===== config.mk =====
export PLATFORM = sky130hd
export DESIGN_NAME = operand_fetch_buffer
export DESIGN_NICKNAME = d
export VERILOG_FILES = /design/src/rtl/operand_fetch_buffer.sv
export SDC_FILE = /design/constraint.sdc
export NUM_CORES = 1
export LEC_CHECK = 0
export CORE_AREA = 10 10 115 195
export DETAILED_ROUTE_END_ITERATION = 6
export DIE_AREA = 0 0 125 205
export PLACE_DENSITY = 0.79
export SYNTH_ARGS = -nofsm -noshare
export SYNTH_HDL_FRONTEND = slang
export SYNTH_SLANG_ARGS = --single-unit

===== constraint.sdc =====
create_clock -name clk -period 1.9 [get_ports clk]
set_input_delay 0.38 -clock clk [delete_from_list [all_inputs] [get_ports clk]]
set_output_delay 0.38 -clock clk [all_outputs]
set_load 0.01 [all_outputs]

===== src/rtl/operand_fetch_buffer.sv =====
// Decode-to-execute operand fetch stage: two-entry skid buffer (head H, skid S)
// with optional EX/MEM result forwarding enabled by the OPERAND_FWD_EN macro.
module operand_fetch_buffer #(
    parameter int DW   = 32,
    parameter int IMMW = 22
) (
    input  logic            clk,
    input  logic            reset,
    input  logic            flush,
    input  logic            in_valid,
    output logic            in_ready,
    input  logic [31:0]     in_inst,
    input  logic [DW-1:0]   in_rs1_val,
    input  logic [DW-1:0]   in_rs2_val,
    input  logic            fwd_ex_valid,
    input  logic [4:0]      fwd_ex_rd,
    input  logic [DW-1:0]   fwd_ex_val,
    input  logic            fwd_mem_valid,
    input  logic [4:0]      fwd_mem_rd,
    input  logic [DW-1:0]   fwd_mem_val,
    output logic            out_valid,
    input  logic            out_ready,
    output logic [31:0]     out_is,
    output logic [DW-1:0]   out_r,
    output logic [DW-1:0]   out_rs1,
    output logic [IMMW-1:0] out_imm
);

    typedef enum logic [1:0] {
        ST_EMPTY = 2'd0,
        ST_ONE   = 2'd1,
        ST_TWO   = 2'd2
    } state_t;

    state_t state_q, state_d;

    logic [31:0]   h_inst_q, h_inst_d, s_inst_q, s_inst_d;
    logic [DW-1:0] h_rs1_q, h_rs1_d, s_rs1_q, s_rs1_d;
    logic [DW-1:0] h_rs2_q, h_rs2_d, s_rs2_q, s_rs2_d;

    // Operand values after forwarding: held entries and the incoming capture.
    logic [DW-1:0] h_rs1_f, h_rs2_f, s_rs1_f, s_rs2_f;
    logic [DW-1:0] in_rs1_f, in_rs2_f;

    logic acc, pop;

`ifdef OPERAND_FWD_EN
    function automatic logic [DW-1:0] fwd_sel(
        input logic [4:0]    idx,
        input logic [DW-1:0] v,
        input logic          exv,
        input logic [4:0]    exrd,
        input logic [DW-1:0] exval,
        input logic          memv,
        input logic [4:0]    memrd,
        input logic [DW-1:0] memval
    );
        if (idx == 5'd0)
            return '0;
        else if (exv && exrd == idx)
            return exval;
        else if (memv && memrd == idx)
            return memval;
        else
            return v;
    endfunction

    assign h_rs1_f  = fwd_sel(h_inst_q[18:14], h_rs1_q, fwd_ex_valid, fwd_ex_rd, fwd_ex_val,
                              fwd_mem_valid, fwd_mem_rd, fwd_mem_val);
    assign h_rs2_f  = fwd_sel(h_inst_q[4:0], h_rs2_q, fwd_ex_valid, fwd_ex_rd, fwd_ex_val,
                              fwd_mem_valid, fwd_mem_rd, fwd_mem_val);
    assign s_rs1_f  = fwd_sel(s_inst_q[18:14], s_rs1_q, fwd_ex_valid, fwd_ex_rd, fwd_ex_val,
                              fwd_mem_valid, fwd_mem_rd, fwd_mem_val);
    assign s_rs2_f  = fwd_sel(s_inst_q[4:0], s_rs2_q, fwd_ex_valid, fwd_ex_rd, fwd_ex_val,
                              fwd_mem_valid, fwd_mem_rd, fwd_mem_val);
    assign in_rs1_f = fwd_sel(in_inst[18:14], in_rs1_val, fwd_ex_valid, fwd_ex_rd, fwd_ex_val,
                              fwd_mem_valid, fwd_mem_rd, fwd_mem_val);
    assign in_rs2_f = fwd_sel(in_inst[4:0], in_rs2_val, fwd_ex_valid, fwd_ex_rd, fwd_ex_val,
                              fwd_mem_valid, fwd_mem_rd, fwd_mem_val);
`else
    // Forwarding ports are kept for a uniform interface but have no effect.
    logic unused_fwd;
    assign unused_fwd = ^{fwd_ex_valid, fwd_ex_rd, fwd_ex_val,
                          fwd_mem_valid, fwd_mem_rd, fwd_mem_val};

    assign h_rs1_f  = h_rs1_q;
    assign h_rs2_f  = h_rs2_q;
    assign s_rs1_f  = s_rs1_q;
    assign s_rs2_f  = s_rs2_q;
    assign in_rs1_f = in_rs1_val;
    assign in_rs2_f = in_rs2_val;
`endif

    assign acc = in_valid & in_ready;
    assign pop = out_valid & out_ready;

    always_ff @(posedge clk) begin
        if (reset)
            state_q <= ST_EMPTY;
        else
            state_q <= state_d;
    end

    always_comb begin
        state_d = state_q;
        if (flush) begin
            state_d = ST_EMPTY;
        end else begin
            case (state_q)
                ST_EMPTY: if (acc)         state_d = ST_ONE;
                ST_ONE:   if (acc && !pop) state_d = ST_TWO;
                          else if (!acc && pop) state_d = ST_EMPTY;
                ST_TWO:   if (pop)         state_d = ST_ONE;
                default:                   state_d = ST_EMPTY;
            endcase
        end
    end

    // in_ready depends on the state register alone, never on out_ready.
    always_comb begin
        in_ready  = (state_q != ST_TWO);
        out_valid = (state_q != ST_EMPTY);
    end

    always_comb begin
        h_inst_d = h_inst_q;
        h_rs1_d  = h_rs1_f;
        h_rs2_d  = h_rs2_f;
        s_inst_d = s_inst_q;
        s_rs1_d  = s_rs1_f;
        s_rs2_d  = s_rs2_f;
        case (state_q)
            ST_EMPTY: begin
                if (acc) begin
                    h_inst_d = in_inst;
                    h_rs1_d  = in_rs1_f;
                    h_rs2_d  = in_rs2_f;
                end
            end
            ST_ONE: begin
                if (acc && pop) begin
                    h_inst_d = in_inst;
                    h_rs1_d  = in_rs1_f;
                    h_rs2_d  = in_rs2_f;
                end else if (acc) begin
                    s_inst_d = in_inst;
                    s_rs1_d  = in_rs1_f;
                    s_rs2_d  = in_rs2_f;
                end
            end
            ST_TWO: begin
                if (pop) begin
                    h_inst_d = s_inst_q;
                    h_rs1_d  = s_rs1_f;
                    h_rs2_d  = s_rs2_f;
                end
            end
            default: ;
        endcase
    end

    always_ff @(posedge clk) begin
        if (reset) begin
            h_inst_q <= '0;
            h_rs1_q  <= '0;
            h_rs2_q  <= '0;
            s_inst_q <= '0;
            s_rs1_q  <= '0;
            s_rs2_q  <= '0;
        end else begin
            h_inst_q <= h_inst_d;
            h_rs1_q  <= h_rs1_d;
            h_rs2_q  <= h_rs2_d;
            s_inst_q <= s_inst_d;
            s_rs1_q  <= s_rs1_d;
            s_rs2_q  <= s_rs2_d;
        end
    end

    assign out_is  = h_inst_q;
    assign out_r   = h_rs2_q;
    assign out_rs1 = h_rs1_q;
    assign out_imm = h_inst_q[IMMW-1:0];

endmodule


# Word-level counts from Yosys, hierarchy flattened
# Index checks and enable logic that the tools add are counted.
[op_classes]
n_addsub = 0
multipliers = 0
n_div = 0
n_lt_le_gt_ge = 0
n_eq_ne = 7
shifts = 0
muxes = 17
bitwise = 3
reduce_logical = 12
[op_table]
columns = ["cell", "count"]
rows = [
  ["$mux W32", 9],
  ["$pmux W32 S3", 3],
  ["$mux W2", 4],
  ["$ne A2 B2 Y1 const B", 4],
  ["$pmux W2 S3", 1],
  ["$reduce_and A3 Y1", 2],
  ["$reduce_and A4 Y1", 1],
  ["$logic_and A1 B1 Y1", 3],
  ["$ne A3 B3 Y1 const B", 1],
  ["$reduce_bool A3 Y1", 1],
  ["$and A1 B1 Y1", 2],
  ["$eq A2 B1 Y1 const B", 1],
  ["$eq A2 B2 Y1 const B", 1],
  ["$logic_not A1 Y1", 2],
  ["$logic_not A2 Y1", 1],
  ["$reduce_bool A2 Y1", 1],
  ["$reduce_or A2 Y1", 1],
  ["$not A1 Y1", 1],
]
[totals]
ff_bits = 194
latchBits = 0
ram_bits = 0
romBits = 0
wordCells = 46
n_memories = 0

# Depth between registers and ports, before layout
# Gate-level depths: netlist of the first run.
[logic_depth]
ltp_word = 7
mapped_depth = 7
mapped_depth_nobuf = 3

# Worst setup path after synthesis of the first run
# Ideal clock, no wire load.
[synth_path]
path_type = "flip-flop to flip-flop"
start = "reg state_q[1]"
end = "reg h_inst_q[24] (netlist: out_is[24])"
setup_ns = 0.081
t_arrival_ns = 1.554
required_ns = 1.819
setup_slack_ns = 0.264
stages_incl_launch_ff = 8
path_buffers = 4
synth_period_minus_slack_ns = 1.636
cell_sequence = "dfxtp_1 -> mux2_4 -> buf_6 -> a21o_1 -> buf_2 -> buf_6 -> buf_6 -> a211oi_2"
[synth_via]
elab_chain_cells = 5
[synth_lines]
columns = ["item", "line", "text"]
rows = [
  ["from (decl)", "35", "state_t state_q, state_d;"],
  ["from (signal assigned)", "101", "state_q <= state_d;"],
  ["$ne A2 B2 Y1 / $reduce_bool A2 Y1 (equally long branches)", "121, 122", ""],
  ["$and A1 B1 Y1 (on tied branches)", "94, 95", ""],
  ["$logic_and A1 B1 Y1", "141", "if (acc && pop) begin"],
  ["$ne A2 B2 Y1 (no line)", "--", ""],
  ["$reduce_and A4 Y1 (no line)", "--", ""],
  ["to (signal assigned)", "171", "h_inst_q <= h_inst_d;"],
  ["to (decl)", "37", "logic [31:0] h_inst_q, h_inst_d, s_inst_q, s_inst_d;"],
]
# Several ways; a longest one is shown, not always the timed one.
# A chain may end at the register's enable or synchronous reset.

# Worst setup path after layout of the first run
[layout_path]
start = "reg h_inst_q[21] (netlist: out_is[21])"
end = "out out_imm[21]"
[layout_rtl]
columns = ["item", "line", "text"]
rows = [
  ["to (decl)", "26", "output logic [IMMW-1:0] out_imm"],
]
# No word-level cell between the ends.

==> metrics.cfg, run 1 <==
[clock_network]
clock-sinks=194
hold_buffers=0
clkTransAtPathRegs_ns=0.07
ctsRootBufferMaster=clkbuf_16
numCtsBuffers=17
clock_path_buffers=2
cts_tree=done
clock_latency_ns=0.43
h-tree-depth=4

[placed_design]
postPlaceCellArea_um2=10900
hpwl_um=17800
port-buffer-count=220
place_congestion=0.795

[logic_synthesis]
ys_async_sr_fraction_pct=0
ys_types=21
synth_area_leaders=dfxtp_1, a211oi_1, mux2i_1
ys_seq_elements=194
synth_fp_nets=1082
synth_top_area_share_pct=46.1
synth_top_flop_cell=dfxtp_1
syn-mean-instance-area_um2=9.31
syn_area_um2=8430
yosysSeqAreaShare_pct=46.1
syn_inst=905
synth-edff-count=0
netlist_top_cells_count=dfxtp_1, nand2_1, a211oi_1
yosys.area.top_type=dfxtp_1
yosysWarnings=0

[pwr]
pwr-share-clk_pct=37.8
ir_worst_vdd_mv=0.604
p_sw_share_pct=26.1
share_comb_of_total_power_pct=17.2
cellPowerDensity_nw_per_um2=852
p_int_uw=7280
p_sw_uw=2560
p_leak_uw=0.00452
pwr-share-seq_pct=45.0

[hold_path]
hold_path.class=in -> reg

[status]
status=complete, no violations

[flow_run]
cap_violations=0

[layout]
synthToLayoutAreaGrowth_pct=37.1
fin_nets=1240
seq_area_um2=3890
n_fill_cell=1634
multi_input_area_um2=3970
stdcell_area_um2=11600
drive_above_1_share_pct=11.3
utilization_pct=60.5

[worst_setup_path]
crit_slowest_cell=clkdlybuf4s50_1
worstPathMaxFanout=3
crit_chain=clkdlybuf4s50_1
cp.arrival_ns=1.43
startpoint_type=flip-flop
worst-path-buf-inv=1
max_stage_delay_ns=0.62
required_ns=1.52
cp_top_family=buffers and inverters
criticalPathCategory=reg -> out
critPathCaptureType=output port

[timing]
skew_ns=0.00847
period_share_pct=95.2
worst_pin_slew_ns=0.447
slew_violations=0
hold_viol=0
slew_headroom_pct=70.2
setup_viol=0
clock.fmax_ghz=0.553
min_period_ns=1.81
rsz0062_at_grt=no

[grt]
grt_max_degree=53
groute.usage.overall_pct=19.2
grt_pass1_wl_um=40700
grt_pass1_vias=7438
grt-ovfl-total=0
antenna_found_initial=7

[floorplanning]
die_w_um=125
die_y_um=205
dieArea_um2=25600
num_rows=67
initial_core_util_pct=44.1
ios=297
floorplan.core_area_um2=19100

[routing]
dr.pass1.iters=4
wl_per_cell_um=19.7
wl_um=26100
via_per_inst=5.59
via_count=7408
ant_nets=0
drc=0
drtIter0Drc=495

## sequential cells by signal, summed over array words and instances, names as in the netlist
signal and flops:
state_q 2, out_is 32, s_rs2_f 32, out_rs1 32, s_inst_q 32, s_rs1_f 32
out_r 32
## worst paths after layout
path              cells past startpoint                startpoint                  endpoint  slack, ns
setup / recovery                      1   out_is[21]$_SDFFE_PP0P_               out_imm[21]       0.09
hold / removal                        2                     reset  s_rs2_f[14]$_SDFFE_PP0P_       0.37
setup reg to reg                      4   state_q[1]$_SDFFE_PP0P_    out_r[15]$_SDFFE_PP0P_       0.26
hold reg to reg                       2  s_rs2_f[18]$_SDFFE_PP0P_  s_rs2_f[18]$_SDFFE_PP0P_       0.45
## repair_timing
item / 4_1_cts / 5_1_grt
gates resized for setup: 4 / 0
buffers inserted: 0 / 0
setup endpoints to repair: 2 / 0
## layout by cell type, fill, tap and decap left out, types with 2 or more instances in the layout
master	n
a211oi_1	153
a211oi_2	40
a21oi_1	96
buf_12	22
buf_4	17
bufinv_16	3
clkbuf_16	17
clkdlybuf4s50_1	217
clkinv_2	2
clkinv_4	2
clkinvlp_4	4
dfxtp_1	192
dfxtp_2	2
diode_2	8
dlygate4sd2_1	2
inv_6	4
mux2i_1	96
nand2_1	194
## metrics by stage
stage | TNS (ns) | total power (uW) | worst slack, ns | hold slack [ns] | cells
final | 0 | 9840 | 0.0920 | 0.369 | 1325
after global routing | 0 | 10200 | 0.0356 | 0.372 | 1324
after CTS | 0 | 9920 | 0.0662 | 0.354 | 1317
after detailed placement | -14.01 | 6220 | -0.152 | 0.446 | 1285
after global placement | -10.71 | 6190 | -0.102 | 0.441 | 1285
after floorplan | 0 | 5300 | 0.264 | 0.436 | 905
## logic make-up after synthesis
logic type	count (synthesis)	share of synthesized area, %
AO/OA/AOI/OAI	292	25.5
buffers and inverters	121	7.45
flip-flops	194	46.1
multiplexers	97	11.6
AND/OR/NAND/NOR	201	9.34
## per-layer routing
layer	share of wire, %	GRT usage, %	vias up
met5	0	0	-
met4	3.0	9.79	0
met3	6.2	5.64	39
met2	51	32.2	232
met1	40	21.8	3578
li1	-	-	3559
## layout make-up
cell class | instances | share of cell area [%]
repair buffers | 259 | 24.0
flip-flops and latches | 194 | 33.6
clock buffers | 18 | 3.71
diodes | 8 | 0.173
multi-input cells | 590 | 34.3
clock inverters | 14 | 1.54
inverters | 1 | 0.0433
well taps | 241 | 2.61
## power groups by stage
stage	registers, uW	logic, uW	clock network, uW
floorplan	4570	725	0
global placement	4510	1680	0
detailed placement	4520	1710	0
CTS	4430	1710	3780
global route	4450	1810	3930
finish	4430	1690	3720
No activity file was read; power rests on OpenSTA's default activity.
==> run 2, diff against run 1 <==
- ABC_AREA: default -> 0
==> results of run 2 <==
Final layout, timing and power as in run 1 (identical DEF).
